==> src/rtl/counter_seq_ctrl_if.sv <==
// Control/status bundle between the command decode, the counter
// sequencer and the counter datapath register.
interface counter_seq_ctrl_if #(
  parameter int CW = 8,
  parameter int PW = 4
);
  // commands and start-time configuration
  logic          cmd_start;
  logic          cmd_stop;
  logic          cmd_clear;
  logic          oneshot;
  logic [PW-1:0] prescale;
  logic [CW-1:0] limit;
  // value returned by the counter datapath
  logic [CW-1:0] count;
  // strobes and status produced by the sequencer
  logic          cnt_inc;
  logic          cnt_clr;
  logic          busy;
  logic          done;
  logic          wrap_pulse;
  logic [CW-1:0] period_cnt;
  logic [1:0]    state;

  // command/datapath side
  modport master (
    output cmd_start, cmd_stop, cmd_clear, oneshot, prescale, limit, count,
    input  cnt_inc, cnt_clr, busy, done, wrap_pulse, period_cnt, state
  );

  // sequencer side
  modport slave (
    input  cmd_start, cmd_stop, cmd_clear, oneshot, prescale, limit, count,
    output cnt_inc, cnt_clr, busy, done, wrap_pulse, period_cnt, state
  );
endinterface

==> src/rtl/counter_seq_ctrl.sv <==
// Counter sequencer: turns start/stop/clear commands into per-cycle
// increment/clear strobes for the counter datapath, with a prescaler,
// a terminal-count limit, one-shot or periodic operation and a
// saturating count of completed periods.
module counter_seq_ctrl #(
  parameter int CW = 8,
  parameter int PW = 4
) (
  input logic             clk,
  input logic             rst_n,
  counter_seq_ctrl_if.slave bus
);

  typedef enum logic [1:0] {
    IDLE = 2'b00,
    RUN  = 2'b01,
    HOLD = 2'b10,
    DONE = 2'b11
  } state_t;

  localparam logic [CW-1:0] PERIOD_MAX = '1;

  state_t        state_reg, state_next;
  logic [PW-1:0] presc_cnt_reg, presc_cnt_next;
  logic [CW-1:0] period_cnt_reg, period_cnt_next;

  // configuration shadows, only refreshed by a start from IDLE/DONE
  logic          sh_oneshot_reg;
  logic [PW-1:0] sh_prescale_reg;
  logic [CW-1:0] sh_limit_reg;
  logic          capture;

  logic          tick;
  logic          at_limit;
  logic          inc;
  logic          clr;
  logic          wrap;

  assign tick     = (presc_cnt_reg == sh_prescale_reg);
  assign at_limit = (bus.count == sh_limit_reg);

  // Next-state and strobe decode; clear beats stop beats start.
  always_comb begin
    state_next      = state_reg;
    presc_cnt_next  = presc_cnt_reg;
    period_cnt_next = period_cnt_reg;
    capture         = 1'b0;
    inc             = 1'b0;
    clr             = 1'b0;
    wrap            = 1'b0;

    if (bus.cmd_clear) begin
      state_next      = IDLE;
      clr             = 1'b1;
      presc_cnt_next  = '0;
      period_cnt_next = '0;
    end else begin
      case (state_reg)
        IDLE, DONE: begin
          // a concurrent stop blocks the start even though stop itself
          // does nothing here
          if (!bus.cmd_stop && bus.cmd_start) begin
            state_next      = RUN;
            capture         = 1'b1;
            clr             = 1'b1;
            presc_cnt_next  = '0;
            period_cnt_next = '0;
          end
        end

        RUN: begin
          if (bus.cmd_stop) begin
            // pause without advancing the prescaler so a resume keeps phase
            state_next = HOLD;
          end else if (tick) begin
            presc_cnt_next = '0;
            if (!at_limit) begin
              // also covers count above the limit: keep counting until
              // the datapath wraps round to it
              inc = 1'b1;
            end else if (!sh_oneshot_reg) begin
              clr  = 1'b1;
              wrap = 1'b1;
              if (period_cnt_reg != PERIOD_MAX) begin
                period_cnt_next = period_cnt_reg + 1'b1;
              end
            end else begin
              state_next = DONE;
            end
          end else begin
            presc_cnt_next = presc_cnt_reg + 1'b1;
          end
        end

        HOLD: begin
          // resume keeps shadows and prescaler phase, no counter clear
          if (!bus.cmd_stop && bus.cmd_start) begin
            state_next = RUN;
          end
        end

        default: begin
          state_next = IDLE;
        end
      endcase
    end
  end

  // State, prescaler and period counter registers.
  always_ff @(posedge clk or negedge rst_n) begin
    if (!rst_n) begin
      state_reg      <= IDLE;
      presc_cnt_reg  <= '0;
      period_cnt_reg <= '0;
    end else begin
      state_reg      <= state_next;
      presc_cnt_reg  <= presc_cnt_next;
      period_cnt_reg <= period_cnt_next;
    end
  end

  // Configuration shadows, captured only on a fresh start.
  always_ff @(posedge clk or negedge rst_n) begin
    if (!rst_n) begin
      sh_oneshot_reg  <= 1'b0;
      sh_prescale_reg <= '0;
      sh_limit_reg    <= '0;
    end else if (capture) begin
      sh_oneshot_reg  <= bus.oneshot;
      sh_prescale_reg <= bus.prescale;
      sh_limit_reg    <= bus.limit;
    end
  end

  assign bus.cnt_inc    = inc;
  assign bus.cnt_clr    = clr;
  assign bus.wrap_pulse = wrap;
  assign bus.busy       = (state_reg == RUN);
  assign bus.done       = (state_reg == DONE);
  assign bus.period_cnt = period_cnt_reg;
  assign bus.state      = state_reg;

endmodule

==> src/flat_wrapper.sv <==
// flat-port wrapper written by rule: the top's interface ports become plain ports
module counter_seq_ctrl_flat 
#(
  parameter int CW = 8,
  parameter int PW = 4
)
  (clk, rst_n, bus_cmd_start, bus_cmd_stop, bus_cmd_clear, bus_oneshot, bus_prescale, bus_limit, bus_count, bus_cnt_inc, bus_cnt_clr, bus_busy, bus_done, bus_wrap_pulse, bus_period_cnt, bus_state);
  counter_seq_ctrl_if #(.CW(CW), .PW(PW)) bus_i ();
  input logic clk;
  input logic rst_n;
  input wire logic [$bits(bus_i.cmd_start)-1:0] bus_cmd_start;
  input wire logic [$bits(bus_i.cmd_stop)-1:0] bus_cmd_stop;
  input wire logic [$bits(bus_i.cmd_clear)-1:0] bus_cmd_clear;
  input wire logic [$bits(bus_i.oneshot)-1:0] bus_oneshot;
  input wire logic [$bits(bus_i.prescale)-1:0] bus_prescale;
  input wire logic [$bits(bus_i.limit)-1:0] bus_limit;
  input wire logic [$bits(bus_i.count)-1:0] bus_count;
  output wire logic [$bits(bus_i.cnt_inc)-1:0] bus_cnt_inc;
  output wire logic [$bits(bus_i.cnt_clr)-1:0] bus_cnt_clr;
  output wire logic [$bits(bus_i.busy)-1:0] bus_busy;
  output wire logic [$bits(bus_i.done)-1:0] bus_done;
  output wire logic [$bits(bus_i.wrap_pulse)-1:0] bus_wrap_pulse;
  output wire logic [$bits(bus_i.period_cnt)-1:0] bus_period_cnt;
  output wire logic [$bits(bus_i.state)-1:0] bus_state;
  assign bus_i.cmd_start = bus_cmd_start;
  assign bus_i.cmd_stop = bus_cmd_stop;
  assign bus_i.cmd_clear = bus_cmd_clear;
  assign bus_i.oneshot = bus_oneshot;
  assign bus_i.prescale = bus_prescale;
  assign bus_i.limit = bus_limit;
  assign bus_i.count = bus_count;
  assign bus_cnt_inc = bus_i.cnt_inc;
  assign bus_cnt_clr = bus_i.cnt_clr;
  assign bus_busy = bus_i.busy;
  assign bus_done = bus_i.done;
  assign bus_wrap_pulse = bus_i.wrap_pulse;
  assign bus_period_cnt = bus_i.period_cnt;
  assign bus_state = bus_i.state;
  counter_seq_ctrl #(.CW(CW), .PW(PW)) u_core (.clk(clk), .rst_n(rst_n), .bus(bus_i));
endmodule
==> config.mk <==
export PLATFORM = sky130hd
export DESIGN_NAME = counter_seq_ctrl_flat
export DESIGN_NICKNAME = d
export VERILOG_FILES = /design/src/rtl/counter_seq_ctrl_if.sv /design/src/rtl/counter_seq_ctrl.sv /design/src/flat_wrapper.sv
export SDC_FILE = /design/constraint.sdc
export NUM_CORES = 1
export LEC_CHECK = 0
export BUFFER_PORTS_ARGS = -buffer_cell sky130_fd_sc_hd__buf_2
export CAP_MARGIN = 20
export CORE_MARGIN = 2
export CORE_UTILIZATION = 30
export DETAILED_ROUTE_END_ITERATION = 7
export PLACE_DENSITY = 0.58
export SYNTH_ARGS = -nofsm -noshare
export SYNTH_HDL_FRONTEND = slang
export SYNTH_SLANG_ARGS = --single-unit
==> constraint.sdc <==
create_clock -name clk -period 2.57 [get_ports clk]
set_clock_uncertainty 0.15 [all_clocks]
set_input_delay 0.257 -clock clk [delete_from_list [all_inputs] [get_ports clk]]
set_output_delay 0.257 -clock clk [all_outputs]
set_load 0.02 [all_outputs]
==> run metrics <==
Worst Path Arrival=2010 ps; status=completed; worst r2r src=u_core.bus.state[1]$_DFFE_PN0P_; PortBufs=40; peak supply drop=0.3634 mV; vias in the first global route=1219; Syn Inst Count=151; GRT overflow=0; largest net degree at the start of global routing=28; Tot GR Track Use=a little over an eighth; Overall Power=1119 µW; maximum root-to-sink buffer count=2; Critical Setup Path Class=flip-flop to output pin; Vias/cell=4.750; # DRC=0; Top Layer Used=met4; pwr dens=591.2 nW/µm²; Setup Viol. Count Final=0; average wire per standard cell=between 10 and 15 µm; period utilization=93.87%; clock root cell=clkbuf_8; pre-CTS setup slack=196.8 ps; DRT met1 WL=1590 µm; Synth area leaders=dfrtp_1, mux2_2, xnor2_1; drt first pass iters=4; Fin Setup TNS=0 ps; post-DP HPWL=2491 µm; WL final=about 3300 µm; Worst slew margin=58.97%; initial antenna violation count=0; Tmin final=2412 ps; Synth Warn #=0; slack of the critical path=157.6 ps; share of the synthesized area in the top cell type=44.59%; Worst Setup Start Kind=flip-flop; Fmax=414.5 MHz; post-route design area=1893 µm²; Core Box Area=4786 µm²; synthesized flop and latch total=27; Reg clk slew, reported paths=roughly 100 ps; Site Rows=25; met3 routed WL=171 µm; syn_nets=182; Max-Cap Viols=0; Area Overhead vs Synth=24.94%; io pins=41; CTS tree=yes; number of CTS-inserted buffers=3; Final Hold Fails=0; Nets=229; vias=around 1300; Post-synth EDFFs=0; htree depth=1; leak pwr=0.0008554 µW; Setup crit end kind=output pin; starting density of the core=between 30% and 40%; Starting DRT DRC Count=97; die width=75.07 µm; Cell Area, Synth=1515 µm²; Yosys cell types=36; first-pass GRT wire length=5644 µm; CP Capture Point=bus_wrap_pulse; Final Core Density=roughly two fifths; Num Clock Sinks=27; Tightest Pin Transition=615.4 ps; CP startpoint=u_core.presc_cnt_reg[0]$_DFFE_PN0P_; reg2reg end=u_core.bus.period_cnt[6]$_DFFE_PN0P_; Routability Congestion=0.8204; Hold Crit Class=primary input to flip-flop; routed length on met2=approximately 1500 µm; worst path required time=2160 ps; share of layout cells above drive strength 1=32.99%; placed inst area=1807 µm²; Final Max Tran Viols=0; Avg Cell Area, Syn=around 10 µm²; Die Area=around 5600 µm²; async set-or-reset flop fraction in the synthesized netlist=100.0%; Antenna Cells=0; Seq/Total Area, Yosys=between 40 and 50%; leading area contributor after synthesis=dfrtp_1; Clock Latency Late Sink=270 ps; Vert. Die Dim=approximately 75 µm; worst-path fanout max=6; Final ANT Viol Nets=0; commonest cells after routing, fill and taps aside=buf_2, dfrtp_1, nand2_1, xnor2_1, mux2_2; cells on worst reg2reg path=7; commonest non-fill, non-tap cell in the layout=buf_2; flop-to-flop setup slack=260 ps; RSZ-0062 raised after global routing=false; Most used DFF post-synth=dfrtp_1
## logic make-up after synthesis
group / count (synthesis) / synth area share, %
AO/OA/AOI/OAI: 22 / 9.993
AND/OR/NAND/NOR: 59 / 19.65
multiplexers: 16 / 11.64
XOR/XNOR: 13 / 7.515
flip-flops: 27 / 44.59
adder cells (fa/ha/maj): 5 / 4.129
buffers and inverters: 9 / 2.477
## worst min-delay path by stage
| stage | from | end | slack [ps] | cells after the start |
|---|---|---|---|---|
| finish | bus_oneshot | u_core.sh_oneshot_reg$_DFFE_PN0P_ | 40 | 3 |
| global route | bus_limit[0] | u_core.sh_limit_reg[0]$_DFFE_PN0P_ | 40 | 2 |
| CTS | bus_oneshot | u_core.sh_oneshot_reg$_DFFE_PN0P_ | 30 | 3 |
| detailed placement | rst_n | u_core.sh_prescale_reg[0]$_DFFE_PN0P_ | 160 | 1 |
| global placement | rst_n | u_core.sh_prescale_reg[2]$_DFFE_PN0P_ | 160 | 1 |
| floorplan | rst_n | u_core.bus.period_cnt[0]$_DFFE_PN0P_ | -190 | 0 |
## where the power goes
group	total [µW]	internal (µW)	switching, µW	leakage [µW]
clock network	254	114	140	0.0000261
logic	308	162	145	0.000481
registers	557	499	58.6	0.000349
total	1120	775	344	0.000855
## worst max-delay path, stage by stage, from the launching register on
cell and delay (ps):
dfrtp_1 450, xnor2_1 160, nand4_1 240, or3_4 430
nor4_2 240, buf_2 210
## layout make-up
class | count | area, µm²
tap | 67 | 83.83
fill | 494 | 2893
clock buffer | 3 | 41.29
inverter | 6 | 22.52
timing repair buffer | 45 | 240.2
clock inverter | 1 | 8.758
multi-input combinational | 115 | 820.8
sequential | 27 | 675.6
## layer usage
| metal | global-route usage [%] | vias to the layer above |
|---|---|---|
| met3 | 4.016 | 2 |
| met4 | 3.571 | 0 |
| li1 | - | 636 |
| met1 | 17.99 | 581 |
| met5 | 0 | - |
| met2 | 19.79 | 35 |
## per-stage QoR
step	hold WS (ps)	std cells
2_1_floorplan	-188.6	151
3_3_place_gp	163.5	258
3_5_place_dp	160.7	258
4_1_cts	26.56	263
5_1_grt	35.91	264
6_report	36.70	264
## cells in the mapped netlist (2+ instances only)
cell type,n
a21oi_1,3
nand4_1,8
nor2b_1,3
nand3_1,6
buf_2,3
nor3_1,3
nor4_1,3
o21ai_0,6
mux2_2,12
nand2_1,17
xnor2_1,12
dfrtp_1,27
nor3b_1,3
nor2_1,9
ha_1,5
a31oi_1,2
nand2b_1,3
mux2i_1,3
inv_1,6
## repair_timing
action                                  in CTS  in global routing
hold buffers                                 1                  0
setup buffers                                0                  1
resized for setup                            0                  3
endpoints found under the setup margin       0                  7
endpoints found under the hold margin       27                  0
Note: power is estimated with default switching activity, not from simulation.
